**src/rtl/mul_sequencer.sv**
```systemverilog
// rtl/mul_sequencer.sv - multi-cycle HI/LO multiply/accumulate sequencer
module mul_sequencer #(
    parameter int PP_BITS = 8
) (
    input  logic        Clock,
    input  logic        Reset,
    input  logic        Start,
    input  logic [2:0]  Op,
    input  logic [31:0] Rs,
    input  logic [31:0] Rt,
    input  logic        MtHi,
    input  logic        MtLo,
    input  logic        ReadHi,
    input  logic        ReadLo,
    output logic        Busy,
    output logic        Stall,
    output logic [31:0] Hi,
    output logic [31:0] Lo,
    output logic [31:0] MulResult,
    output logic        MulValid
);

    localparam int N_ITER = 32 / PP_BITS;
    localparam int CW     = $clog2(N_ITER + 1);

    typedef enum logic [1:0] {S_IDLE, S_ITER, S_ACC} state_t;

    state_t        state, state_nxt;
    logic [CW-1:0] iter_cnt;
    logic [2:0]    op_q;
    logic          neg_q;
    logic [63:0]   mcand;
    logic [32:0]   mplier;
    logic [63:0]   psum;

    logic          is_signed, op_legal, accept;
    logic [32:0]   rs_ext, rt_ext, rs_mag, rt_mag;
    logic [63:0]   pp_term, product, hilo;

    assign is_signed = (Op == 3'd0) || (Op == 3'd2) || (Op == 3'd4) || (Op == 3'd6);
    assign op_legal  = (Op != 3'd7);
    assign accept    = Start && !Busy && op_legal;

    // 33-bit magnitudes keep -2^31 exact.
    assign rs_ext = {is_signed & Rs[31], Rs};
    assign rt_ext = {is_signed & Rt[31], Rt};
    assign rs_mag = rs_ext[32] ? -rs_ext : rs_ext;
    assign rt_mag = rt_ext[32] ? -rt_ext : rt_ext;

    assign pp_term = mcand * {{(64-PP_BITS){1'b0}}, mplier[PP_BITS-1:0]};
    assign product = neg_q ? -psum : psum;
    assign hilo    = {Hi, Lo};

    always_ff @(posedge Clock) begin
        if (Reset) state <= S_IDLE;
        else       state <= state_nxt;
    end

    always_comb begin
        state_nxt = state;
        Busy      = (state != S_IDLE);
        Stall     = Busy && (Start || MtHi || MtLo || ReadHi || ReadLo);
        case (state)
            S_IDLE: if (accept) state_nxt = S_ITER;
            S_ITER: if (iter_cnt == CW'(N_ITER - 1)) state_nxt = S_ACC;
            S_ACC:  state_nxt = S_IDLE;
            default: state_nxt = S_IDLE;
        endcase
    end

    always_ff @(posedge Clock) begin
        if (Reset) begin
            Hi        <= '0;
            Lo        <= '0;
            MulResult <= '0;
            MulValid  <= 1'b0;
            iter_cnt  <= '0;
            op_q      <= '0;
            neg_q     <= 1'b0;
            mcand     <= '0;
            mplier    <= '0;
            psum      <= '0;
        end else begin
            MulValid <= 1'b0;
            case (state)
                S_IDLE: begin
                    // Mt writes land before a same-cycle Start so MADD/MSUB see them.
                    if (MtHi) Hi <= Rs;
                    if (MtLo) Lo <= Rs;
                    if (accept) begin
                        op_q     <= Op;
                        neg_q    <= is_signed & (Rs[31] ^ Rt[31]);
                        mcand    <= {31'b0, rs_mag};
                        mplier   <= rt_mag;
                        psum     <= '0;
                        iter_cnt <= '0;
                    end
                end
                S_ITER: begin
                    psum     <= psum + pp_term;
                    mcand    <= mcand << PP_BITS;
                    mplier   <= mplier >> PP_BITS;
                    iter_cnt <= iter_cnt + CW'(1);
                end
                S_ACC: begin
                    iter_cnt <= '0;
                    case (op_q)
                        3'd0, 3'd1: {Hi, Lo} <= product;
                        3'd2, 3'd3: {Hi, Lo} <= hilo + product;
                        3'd4, 3'd5: {Hi, Lo} <= hilo - product;
                        default: begin
                            MulResult <= product[31:0];
                            MulValid  <= 1'b1;
                        end
                    endcase
                end
                default: ;
            endcase
        end
    end

    illegal_op_a: assert property (@(posedge Clock) disable iff (Reset)
        !(Start && !Busy && Op == 3'd7));

endmodule

```
**config.mk**
```make
export PLATFORM = sky130hd
export DESIGN_NAME = mul_sequencer
export DESIGN_NICKNAME = d
export VERILOG_FILES = /design/src/rtl/mul_sequencer.sv
export SDC_FILE = /design/constraint.sdc
export NUM_CORES = 2
export LEC_CHECK = 0
export ABC_AREA = 1
export BUFFER_PORTS_ARGS = -buffer_cell sky130_fd_sc_hd__buf_4
export CAP_MARGIN = 10
export CORE_ASPECT_RATIO = 1.2
export CORE_MARGIN = 2
export CORE_UTILIZATION = 55
export CTS_CLUSTER_SIZE = 8
export DETAILED_ROUTE_END_ITERATION = 16
export PLACE_DENSITY = 0.72
export SLEW_MARGIN = 20
export SYNTH_ARGS = -nofsm -noshare
export SYNTH_HDL_FRONTEND = slang
export SYNTH_SLANG_ARGS = --single-unit
```
**constraint.sdc**
```tcl
create_clock -name Clock -period 8.9 [get_ports Clock]
set_input_delay 1.335 -clock Clock [delete_from_list [all_inputs] [get_ports Clock]]
set_output_delay 1.335 -clock Clock [all_outputs]
set_load 0.005 [all_outputs]
```
==> results.toml <==
[outcome]
outcome = "completed"

[worst_setup_path]
worst-path-max-fanout = 39
ff2ff_path_depth = 22
r2r_slack_ps = 2360
cp_data_arrival_time_ps = 6990
regToRegStartpoint = "mplier[2]$_SDFFE_PP0P_"
required_ps = 9350
crit_type = "register to register"
reg2reg_to = "psum[36]$_SDFFE_PP0P_"
start_kind = "register"
end_kind = "register"

[finish]
drive_gt1_frac = 0.0516
nNetsFinal = 7958
postLayoutCoreUtil = 0.593
fillers = 8042
multi_input_area_um2 = 31500
seqCellArea_um2 = 5340
area_delta_synth_final_pct = 6.74

[pwr]
pwr-share-seq = 0.160
power.share.clock = 0.141
p_sw_mw = 7.03
p_comb_frac = 0.699
power_density_nw_per_um2 = 244
leakage_nw = 26.4
p_int_mw = 4.41
p_total_mw = 11.4
swShare = 0.615
vdd_ir_drop_max_v = 0.000193

[floorplanning]
die_h_um = 314
die_area_um2 = 82300
rows = 113
fp.coreArea_um2 = 79200
start_util = 0.556
io_pins = 173
die_x_um = 262

[min_path]
holdPathEnd = "mplier[32]$_SDFFE_PP0P_"
min-delay-start = "mplier[32]$_SDFFE_PP0P_"
hold_depth = 2
hp-class = "register to register"

[timing]
finalHoldViolations = 0
fin_crit_sh = 0.734
whs_ps = 450
rsz0062_at_grt = "no"
tightest_slew_ps = 1310
fin_ws_ps = 2360
tns_ps = 0
finalCriticalPeriod_ps = 6540
skew_ps = 72.3
setup_viol = 0
max_freq_mhz = 153
drv_slew = 0
slew_headroom = 0.118

[clock_tree]
clkSinkCount = 266
path_clk_slew_ps = 50
cts_made_buffers = 42
clockBufferDepth = 3
clk_latency_ps = 660
cts_tree = "yes"
cts_resized = 0
holdBufCountCts = 0
cts-htree-levels = 2
root_buffer = "clkbuf_16"
post_cts_buffers = 0

[global_route]
grt_pass1_vias = 46700
grt_start_max_net_pins = 88
grt_pass1_wl_um = 280000
grtUsageTotal = 0.457
grt_antenna_before_repair = 5
gr-total-overflow = 0

[placed_design]
routabilityCongestion = 1.08
dp_hpwl_um = 151000
io_buffers = 172
pre_cts_slack_ps = 2580

[logic_synthesis]
yosys_warnings = 0
syn-instance-count = 7287
synth_ff_type = "dfxtp_1"
yosys-top-cells-count = "nand2_1 (1955), inv_1 (1591), nor2_1 (655), a21oi_1 (588), fa_1 (412)"
async_flop_share = 0
synth_top_area_frac = 0.187
synth.distinct_cells = 60
synthesis.area_um2 = 44000
yosysSeqAreaShare = 0.121
syn_avg_cell_area_um2 = 6.04
synth_edf_count = 0
yosysMostFrequentCell = "nand2_1"
synth_area_leaders = "fa_1 (19%), nand2_1 (17%), inv_1 (14%), dfxtp_1 (12%), a21oi_1 (6.7%)"
yosysTopAreaCell = "fa_1"
synth_nets = 7999
synth_seq_cells = 266

[drt]
drt_iter0_drc = 5444
viasPerCell = 5.83
wl_um = 190000
ant_nets = 0
wl_per_cell_um = 22.9
vias = 48400
drc = 0
dr.pass1.iters = 9

[flow_run]
drv_cap = 0
[through the flow]
step / instances / cell area (um^2)
floorplan: 7287 / 44000
CTS: 8297 / 46900
detailed placement: 8237 / 45700
global route: 8299 / 47000
finish: 8300 / 47000
global placement: 8237 / 45700
[metal layers]
metal  track usage  share of wire
met2         0.730           0.45
met3        0.0986           0.10
met5             0       0.000074
met4         0.332          0.087
met1         0.540           0.36
[worst max-delay path by stage]
stage,start,endpoint,slack [ps],depth (start not counted)
final,mplier[2]$_SDFFE_PP0P_,psum[36]$_SDFFE_PP0P_,2360,22
after global routing,mplier[2]$_SDFFE_PP0P_,psum[36]$_SDFFE_PP0P_,2150,22
after CTS,mplier[2]$_SDFFE_PP0P_,psum[36]$_SDFFE_PP0P_,2550,22
after detailed placement,mplier[2]$_SDFFE_PP0P_,psum[36]$_SDFFE_PP0P_,2580,22
after global placement,mplier[2]$_SDFFE_PP0P_,psum[36]$_SDFFE_PP0P_,2620,22
after floorplan,mplier[6]$_SDFFE_PP0P_,psum[36]$_SDFFE_PP0P_,3940,24
[power groups by stage]
stage / sequential, mW / combinational [mW] / clock (mW)
after global placement: 1.82 / 7.54 / 0
after global routing: 1.84 / 8.52 / 1.65
after floorplan: 1.54 / 5.05 / 0
final: 1.83 / 7.99 / 1.61
after detailed placement: 1.82 / 7.59 / 0
after CTS: 1.80 / 7.62 / 1.61
[flip-flops by register name (all words and copies together) (netlist names)]
| signal | flops |
|---|---|
| op_q | 2 |
| iter_cnt | 3 |
| Hi | 32 |
| psum | 64 |
| mplier | 33 |
| neg_q | 1 |
| state | 2 |
| MulResult | 32 |
| MulValid | 1 |
| mcand | 64 |
| Lo | 32 |
[final cells by class]
| class | instances | share of cell area |
|---|---|---|
| antenna | 3 | 0.000160 |
| clock buffer | 52 | 0.0240 |
| clock inverter | 8 | 0.00221 |
| inverter | 1603 | 0.128 |
| multi-input combinational | 5127 | 0.671 |
| sequential | 266 | 0.114 |
| tap | 1035 | 0.0276 |
| timing repair buffer | 206 | 0.0330 |
[cells in the final DEF (no fill, tap or decap), types with 7 or more instances in the layout]
cell type	count
a31oi_1	32
o21a_1	12
nor4_1	21
nor3_1	51
inv_1	1589
xnor2_1	10
nand2_2	11
dfxtp_2	8
nor2_1	653
fa_1	412
nand4_1	65
nor2_2	16
clkbuf_16	42
o21ai_0	388
o21ai_1	16
or2_2	20
o211ai_1	58
nand3_2	8
xor2_1	61
a21o_1	11
nand2_1	1955
o31ai_1	7
ha_1	222
inv_2	8
dfxtp_1	257
nor2_4	7
a21oi_1	588
nand3b_1	14
buf_4	205
o21bai_1	35
a21boi_0	8
nand3_1	385
[critical path: stages, from the launching register on]
cell and delay [ps]:
dfxtp_2 770, buf_4 610, nand2_1 110, inv_1 90
fa_1 430, fa_1 490, fa_1 550, inv_1 60
fa_1 530, inv_1 40, ha_1 340, nand2_1 120
nor2_1 210, inv_1 90, nor2_1 480, nand4_1 170
nand3_1 330, nand2_1 90, nand2_1 200, a21oi_1 120
or2_2 280, nand3_1 140, a21oi_1 80
[cell families (layout without fill, tap and decap cells)]
logic type	Yosys count	after routing	synth area share
other	0	3	0
DFF	266	266	0.121
adders and majority gates	638	638	0.252
AOI/OAI and AO/OA	1181	1181	0.145
buffers and inverters	1894	1869	0.164
xor gates and xnor gates	76	76	0.0160
and+or+nand+nor	3232	3232	0.303
No activity file was read; power rests on OpenSTA's default activity.
